`config.mk`:
```
export PLATFORM = sky130hd
export DESIGN_NAME = mul_sched
export DESIGN_NICKNAME = d
export VERILOG_FILES = /design/src/rtl/mul_sched.sv
export SDC_FILE = /design/constraint.sdc
export NUM_CORES = 1
export LEC_CHECK = 0
export CAP_MARGIN = 20
export CORE_AREA = 2 2 85 120
export DETAILED_ROUTE_END_ITERATION = 10
export DIE_AREA = 0 0 87 122
export MAX_ROUTING_LAYER = met4
export PLACE_DENSITY = 0.66
export SYNTH_ARGS = -nofsm -noshare
export SYNTH_HDL_FRONTEND = slang
export SYNTH_SLANG_ARGS = --single-unit
```
`constraint.sdc`:
```
create_clock -name clk -period 10.4 [get_ports clk]
set_clock_uncertainty 0.1 [all_clocks]
set_input_delay 2.08 -clock clk [delete_from_list [all_inputs] [get_ports clk]]
set_output_delay 2.08 -clock clk [all_outputs]
set_load 0.005 [all_outputs]
```
`src/rtl/mul_sched.sv`:
```
// mul_sched: two requesters share one unsigned 8x8 Dadda multiplier for signed 8x8->16 products (`MUL_SCHED_RR_EN selects round-robin, else req0 priority).
// Latency: res_valid 3 cycles after operand acceptance; one transaction in flight, next accept the cycle after the result handshake.
// Backpressure: result held in DONE until res_ready; both req readys stay low whenever the scheduler is not IDLE.

module dada_mul (
  input  logic [7:0]  a,
  input  logic [7:0]  b,
  output logic [15:0] p
);
  // Column-wise Dadda reduction (heights 6,4,3,2) followed by one carry-propagate add.
  always_comb begin
    logic [15:0] cur [16];
    logic [15:0] nxt [16];
    int          hc [16];
    int          hn [16];
    logic [15:0] row0;
    logic [15:0] row1;
    int          idx;
    int          rem;
    int          d;
    logic        s;
    logic        c;
    logic        x;
    logic        y;
    logic        z;
    row0 = '0;
    row1 = '0;
    idx  = 0;
    rem  = 0;
    d    = 0;
    s    = 1'b0;
    c    = 1'b0;
    x    = 1'b0;
    y    = 1'b0;
    z    = 1'b0;
    for (int j = 0; j < 16; j++) begin
      cur[j] = '0;
      nxt[j] = '0;
      hc[j]  = 0;
      hn[j]  = 0;
    end
    for (int i = 0; i < 8; i++) begin
      for (int k = 0; k < 8; k++) begin
        cur[i+k][4'(hc[i+k])] = a[i] & b[k];
        hc[i+k] = hc[i+k] + 1;
      end
    end
    for (int st = 0; st < 4; st++) begin
      d = (st == 0) ? 6 : (st == 1) ? 4 : (st == 2) ? 3 : 2;
      for (int j = 0; j < 16; j++) begin
        nxt[j] = '0;
        hn[j]  = 0;
      end
      for (int j = 0; j < 16; j++) begin
        idx = 0;
        for (int t = 0; t < 8; t++) begin
          rem = hc[j] - idx + hn[j];
          if (rem > d) begin
            x = cur[j][4'(idx)];
            y = cur[j][4'(idx + 1)];
            if (rem == d + 1) begin
              s   = x ^ y;
              c   = x & y;
              idx = idx + 2;
            end else begin
              z   = cur[j][4'(idx + 2)];
              s   = x ^ y ^ z;
              c   = (x & y) | (x & z) | (y & z);
              idx = idx + 3;
            end
            nxt[j][4'(hn[j])] = s;
            hn[j] = hn[j] + 1;
            if (j < 15) begin
              nxt[4'(j + 1)][4'(hn[4'(j + 1)])] = c;
              hn[4'(j + 1)] = hn[4'(j + 1)] + 1;
            end
          end
        end
        for (int k = 0; k < 16; k++) begin
          if (k >= idx && k < hc[j]) begin
            nxt[j][4'(hn[j])] = cur[j][k];
            hn[j] = hn[j] + 1;
          end
        end
      end
      for (int j = 0; j < 16; j++) begin
        cur[j] = nxt[j];
        hc[j]  = hn[j];
      end
    end
    for (int j = 0; j < 16; j++) begin
      row0[j] = cur[j][0];
      row1[j] = cur[j][1];
    end
    p = row0 + row1;
  end
endmodule

module mul_sched (
  input  logic        clk,
  input  logic        rst_n,
  input  logic        req0_valid,
  input  logic [7:0]  req0_a,
  input  logic [7:0]  req0_b,
  output logic        req0_ready,
  input  logic        req1_valid,
  input  logic [7:0]  req1_a,
  input  logic [7:0]  req1_b,
  output logic        req1_ready,
  output logic        res_valid,
  output logic [15:0] res_data,
  output logic        res_id,
  input  logic        res_ready,
  output logic        busy
);
  typedef enum logic [1:0] {IDLE, CONV, MUL, DONE} state_t;

  state_t      state_q;
  state_t      state_d;
  logic [7:0]  a_q;
  logic [7:0]  b_q;
  logic [7:0]  mag_a_q;
  logic [7:0]  mag_b_q;
  logic        sign_q;
  logic        id_q;
  logic        grant_id;
  logic        accept;
  logic [15:0] prod;

`ifdef MUL_SCHED_RR_EN
  // Last granted requester; resets to 1 so requester 0 wins the first tie.
  logic last_q;

  always_comb begin
    grant_id = !req0_valid;
    if (req0_valid && req1_valid) grant_id = !last_q;
  end

  always_ff @(posedge clk) begin
    if (!rst_n)      last_q <= 1'b1;
    else if (accept) last_q <= grant_id;
  end
`else
  assign grant_id = !req0_valid;
`endif

  assign accept     = rst_n && (state_q == IDLE) && (req0_valid || req1_valid);
  assign req0_ready = accept && !grant_id;
  assign req1_ready = accept && grant_id;
  assign busy       = rst_n && (state_q != IDLE);
  assign res_valid  = rst_n && (state_q == DONE);

  dada_mul u_mul (
    .a (mag_a_q),
    .b (mag_b_q),
    .p (prod)
  );

  always_ff @(posedge clk) begin
    if (!rst_n) state_q <= IDLE;
    else        state_q <= state_d;
  end

  always_comb begin
    state_d = state_q;
    case (state_q)
      IDLE:    if (accept) state_d = CONV;
      CONV:    state_d = MUL;
      MUL:     state_d = DONE;
      DONE:    if (res_ready) state_d = IDLE;
      default: state_d = IDLE;
    endcase
  end

  always_ff @(posedge clk) begin
    if (!rst_n) begin
      a_q      <= '0;
      b_q      <= '0;
      id_q     <= 1'b0;
      mag_a_q  <= '0;
      mag_b_q  <= '0;
      sign_q   <= 1'b0;
      res_data <= '0;
      res_id   <= 1'b0;
    end else begin
      case (state_q)
        IDLE: if (accept) begin
          a_q  <= grant_id ? req1_a : req0_a;
          b_q  <= grant_id ? req1_b : req0_b;
          id_q <= grant_id;
        end
        // 0x80 negates to itself, which reads correctly as unsigned 128.
        CONV: begin
          mag_a_q <= a_q[7] ? (~a_q + 8'd1) : a_q;
          mag_b_q <= b_q[7] ? (~b_q + 8'd1) : b_q;
          sign_q  <= a_q[7] ^ b_q[7];
        end
        MUL: begin
          res_data <= sign_q ? (~prod + 16'd1) : prod;
          res_id   <= id_q;
        end
        default: ;
      endcase
    end
  end
endmodule

```
==> flow_summary.ini <==
[clock_network]
cts_setup_buffers = 0
numCtsBuffers = 5
cts_sinks = 53
cts-root-buf = clkbuf_16
clkLatencyLatePin_ns = 0.29
cts_tree = yes
cts_hold_buf = 0
cts_resized = 0
clkTransAtPathRegs_ns = 0.07
cts_max_level = 2
clockBufferDepth = 2

[sta]
finalHoldViolations = 0
period_share = 0.630
slew_violations = 0
max_freq_mhz = 153
fin_ws_ns = 3.85
slew_headroom = 0.397
period_needed_ns = 6.55
setup_viol = 0
rsz0062_at_grt = no
tightest_slew_ns = 0.905
fin_setup_tns_ns = 0

[logic_synthesis]
synth_area_um2 = 4190
synth_flop_cell = dfxtp_1
synth_edf_count = 0
ys_ff_latch = 53
yosys_warnings = 0
synth_area_per_cell_um2 = 8.11
synth_cell_type_count = 49
synth_fp_nets = 590
async_reset_ff_frac = 0
netlist_instances = 517
ys_seq_area_frac = 0.253

[global_routing]
antenna_found_initial = 0
grt_pass1_wl_um = 15600
grt_pass1_vias = 3502
grt_overflow = 0
grt_max_degree = 52
grt_usage = 0.186

[floorplanning]
row_count = 43
die_h_um = 122
dieArea_um2 = 10600
coreArea_um2 = 9630
initial_core_util = 0.435
ios = 58
die_w_um = 87

[setup_path]
crit_chain = clkdlybuf4s50_1 -> buf_4 -> o211a_1 -> nor2b_1 -> clkdlybuf4s50_1
crit_arrival_ns = 4.37
crit_buf_inv = 3
cp_max_fo = 34
crit_path_start = req0_valid
cp_slowest_cell = o211a_1
cp.required_ns = 8.22
r2r_start = mag_a_q[0]
critical_path_class = input port to output pin
startpoint_type = input port
path_common_cell = clkdlybuf4s50_1
crit_family = buffers and inverters
endpoint_kind = output pin
crit_path_max_incr_delay_ns = 0.81

[detailed_routing]
dr.pass1.iters = 4
num_vias = 3601
wire_per_inst_um = 13.5
viasPerCell = 5.42
wirelength_um = 9010
postRouteAntennaNets = 0
drtIter0Drc = 192
remaining_drc_errors = 0

[power]
p_clk_frac = 0.165
p_switching_mw = 0.406
internal_power_mw = 0.575
power.density_nw_per_um2 = 198
vdd_drop_max_uv = 101
pwr-share-seq = 0.352
swShare = 0.414
combPwrFrac = 0.482
cellLeakagePower_nw = 1.98

[cells_and_area]
finalNetCount = 625
final_core_util = 0.515
fill_cells = 962
fin_cells = 665
antenna_cells = 0
final_area_um2 = 4960
drive_gt1_frac = 0.0325
regArea_um2 = 1060
area_growth_pct = 18.3
multiInputGateArea_um2 = 2900

[run]
maxCapViolCount = 0

[outcome]
outcome = completed

[placed_design]
pre_cts_slack_ns = 3.84
placed_cell_area_um2 = 4790
hpwlAfterDp_um = 6800
gp_congestion = 0.834
dp.cells = 656
port-buffer-count = 57

[worst_hold_path]
worstHoldPathType = register to register
min-delay-start = res_data[0]
-- flip-flops by register name (all words and copies together) (netlist names) --
register / flops
b_q: 8
res_id: 1
res_data: 16
id_q: 1
mag_a_q: 8
state_q: 2
sign_q: 1
a_q: 8
mag_b_q: 8
-- placed cells by master (no fill, tap or decap), types with 2 or more instances in the layout --
cell type        synthesis  routed
a211oi_1                42      42
fa_1                    11      11
a21o_1                   4       4
nor4_1                   2       2
o31ai_1                  6       6
nor2b_1                  8       8
dfxtp_1                 53      53
a21oi_1                 13      13
a21boi_0                 2       2
mux2i_1                 24      24
nand3b_1                 2       2
xnor2_1                 33      33
nor2_1                  61      61
nand3_1                  9       9
and3_1                   2       2
and2_1                  31      31
clkdlybuf4s50_1          0      57
clkbuf_1                28       2
a31oi_1                  2       2
or4_1                    2       2
nand2_1                 55      55
buf_4                    2       3
xor2_1                  25      25
inv_1                   26      26
o21ai_0                  9       9
clkbuf_16                0       5
ha_1                    25      25
o211a_1                  3       3
o211ai_1                 2       2
nor3_1                  10      10
o2111ai_1                3       3
o41ai_1                  2       2
-- area by class of cell --
class / instances / share of cell area
Sequential cell: 53 / 0.214
Clock inverter: 1 / 0.00151
Multi-Input combinational cell: 404 / 0.584
Inverter: 27 / 0.0204
Clock buffer: 7 / 0.0267
Timing Repair Buffer: 61 / 0.125
Tap cell: 112 / 0.0282
-- Yosys cell counts (all sizes together), types with 6 or more instances --
master,count,area [um2]
o21ai,9,45.0
o31ai,6,45.0
a21oi,13,65.1
xnor2,33,289
clkbuf,28,105
nor2b,9,63.8
and2,31,194
xor2,25,219
nand2,55,206
nor2,61,229
dfxtp,53,1060
ha,25,313
mux2i,24,240
inv,26,97.6
nand3,9,45.0
nor3,10,50.1
fa,11,220
a211oi,43,328
-- worst register-to-register path: stages, from the launching register on --
cell	delay, ns
dfxtp_1	0.64
and2_1	0.21
ha_1	0.25
fa_1	0.51
fa_1	0.50
inv_1	0.06
fa_1	0.50
inv_1	0.04
ha_1	0.37
a21o_1	0.27
o41ai_4	0.31
xnor2_1	0.18
or4_4	0.59
or4_1	0.44
o211ai_2	0.15
a21oi_1	0.08
-- stage by stage --
step / total power [mW] / hold slack (ns)
after floorplan: 0.677 / 0.353
after global placement: 0.796 / 0.352
after detailed placement: 0.811 / 0.369
after CTS: 0.975 / 0.380
after global routing: 1.07 / 0.403
final: 0.981 / 0.374
-- worst paths after layout --
check	end	slack (ns)	cells after the start
setup reg to reg	res_data[15]	5.10	15
hold / removal	res_data[0]	0.37	2
setup / recovery	req1_ready	3.85	5
hold reg to reg	res_data[0]	0.37	2
-- logic make-up (layout without fill, tap and decap cells) --
logic type               Yosys count  after routing  synth area share
AO/OA/AOI/OAI                     96             96             0.171
XOR/XNOR                          58             58             0.121
adder cells (fa/ha/maj)           36             36             0.127
buffers and inverters             60             96            0.0558
flip-flops                        53             53             0.253
multiplexers                      24             24            0.0573
AND/OR/NAND/NOR                  190            190             0.215
-- power by group through the flow --
stage	registers, mW	logic [mW]	clock network [mW]
6_report	0.346	0.473	0.162
5_1_grt	0.358	0.536	0.174
4_1_cts	0.347	0.462	0.166
3_5_place_dp	0.352	0.460	0
3_3_place_gp	0.348	0.448	0
2_1_floorplan	0.297	0.380	0
-- layer usage --
layer / part of all wire / vias to the layer above / track usage
met4: 0.016 / 0 / 0.0635
met2: 0.56 / 64 / 0.344
met5: 0 / - / -
li1: - / 1838 / -
met1: 0.40 / 1686 / 0.199
met3: 0.029 / 13 / 0.0278
Power figures use the tool's default switching activity.
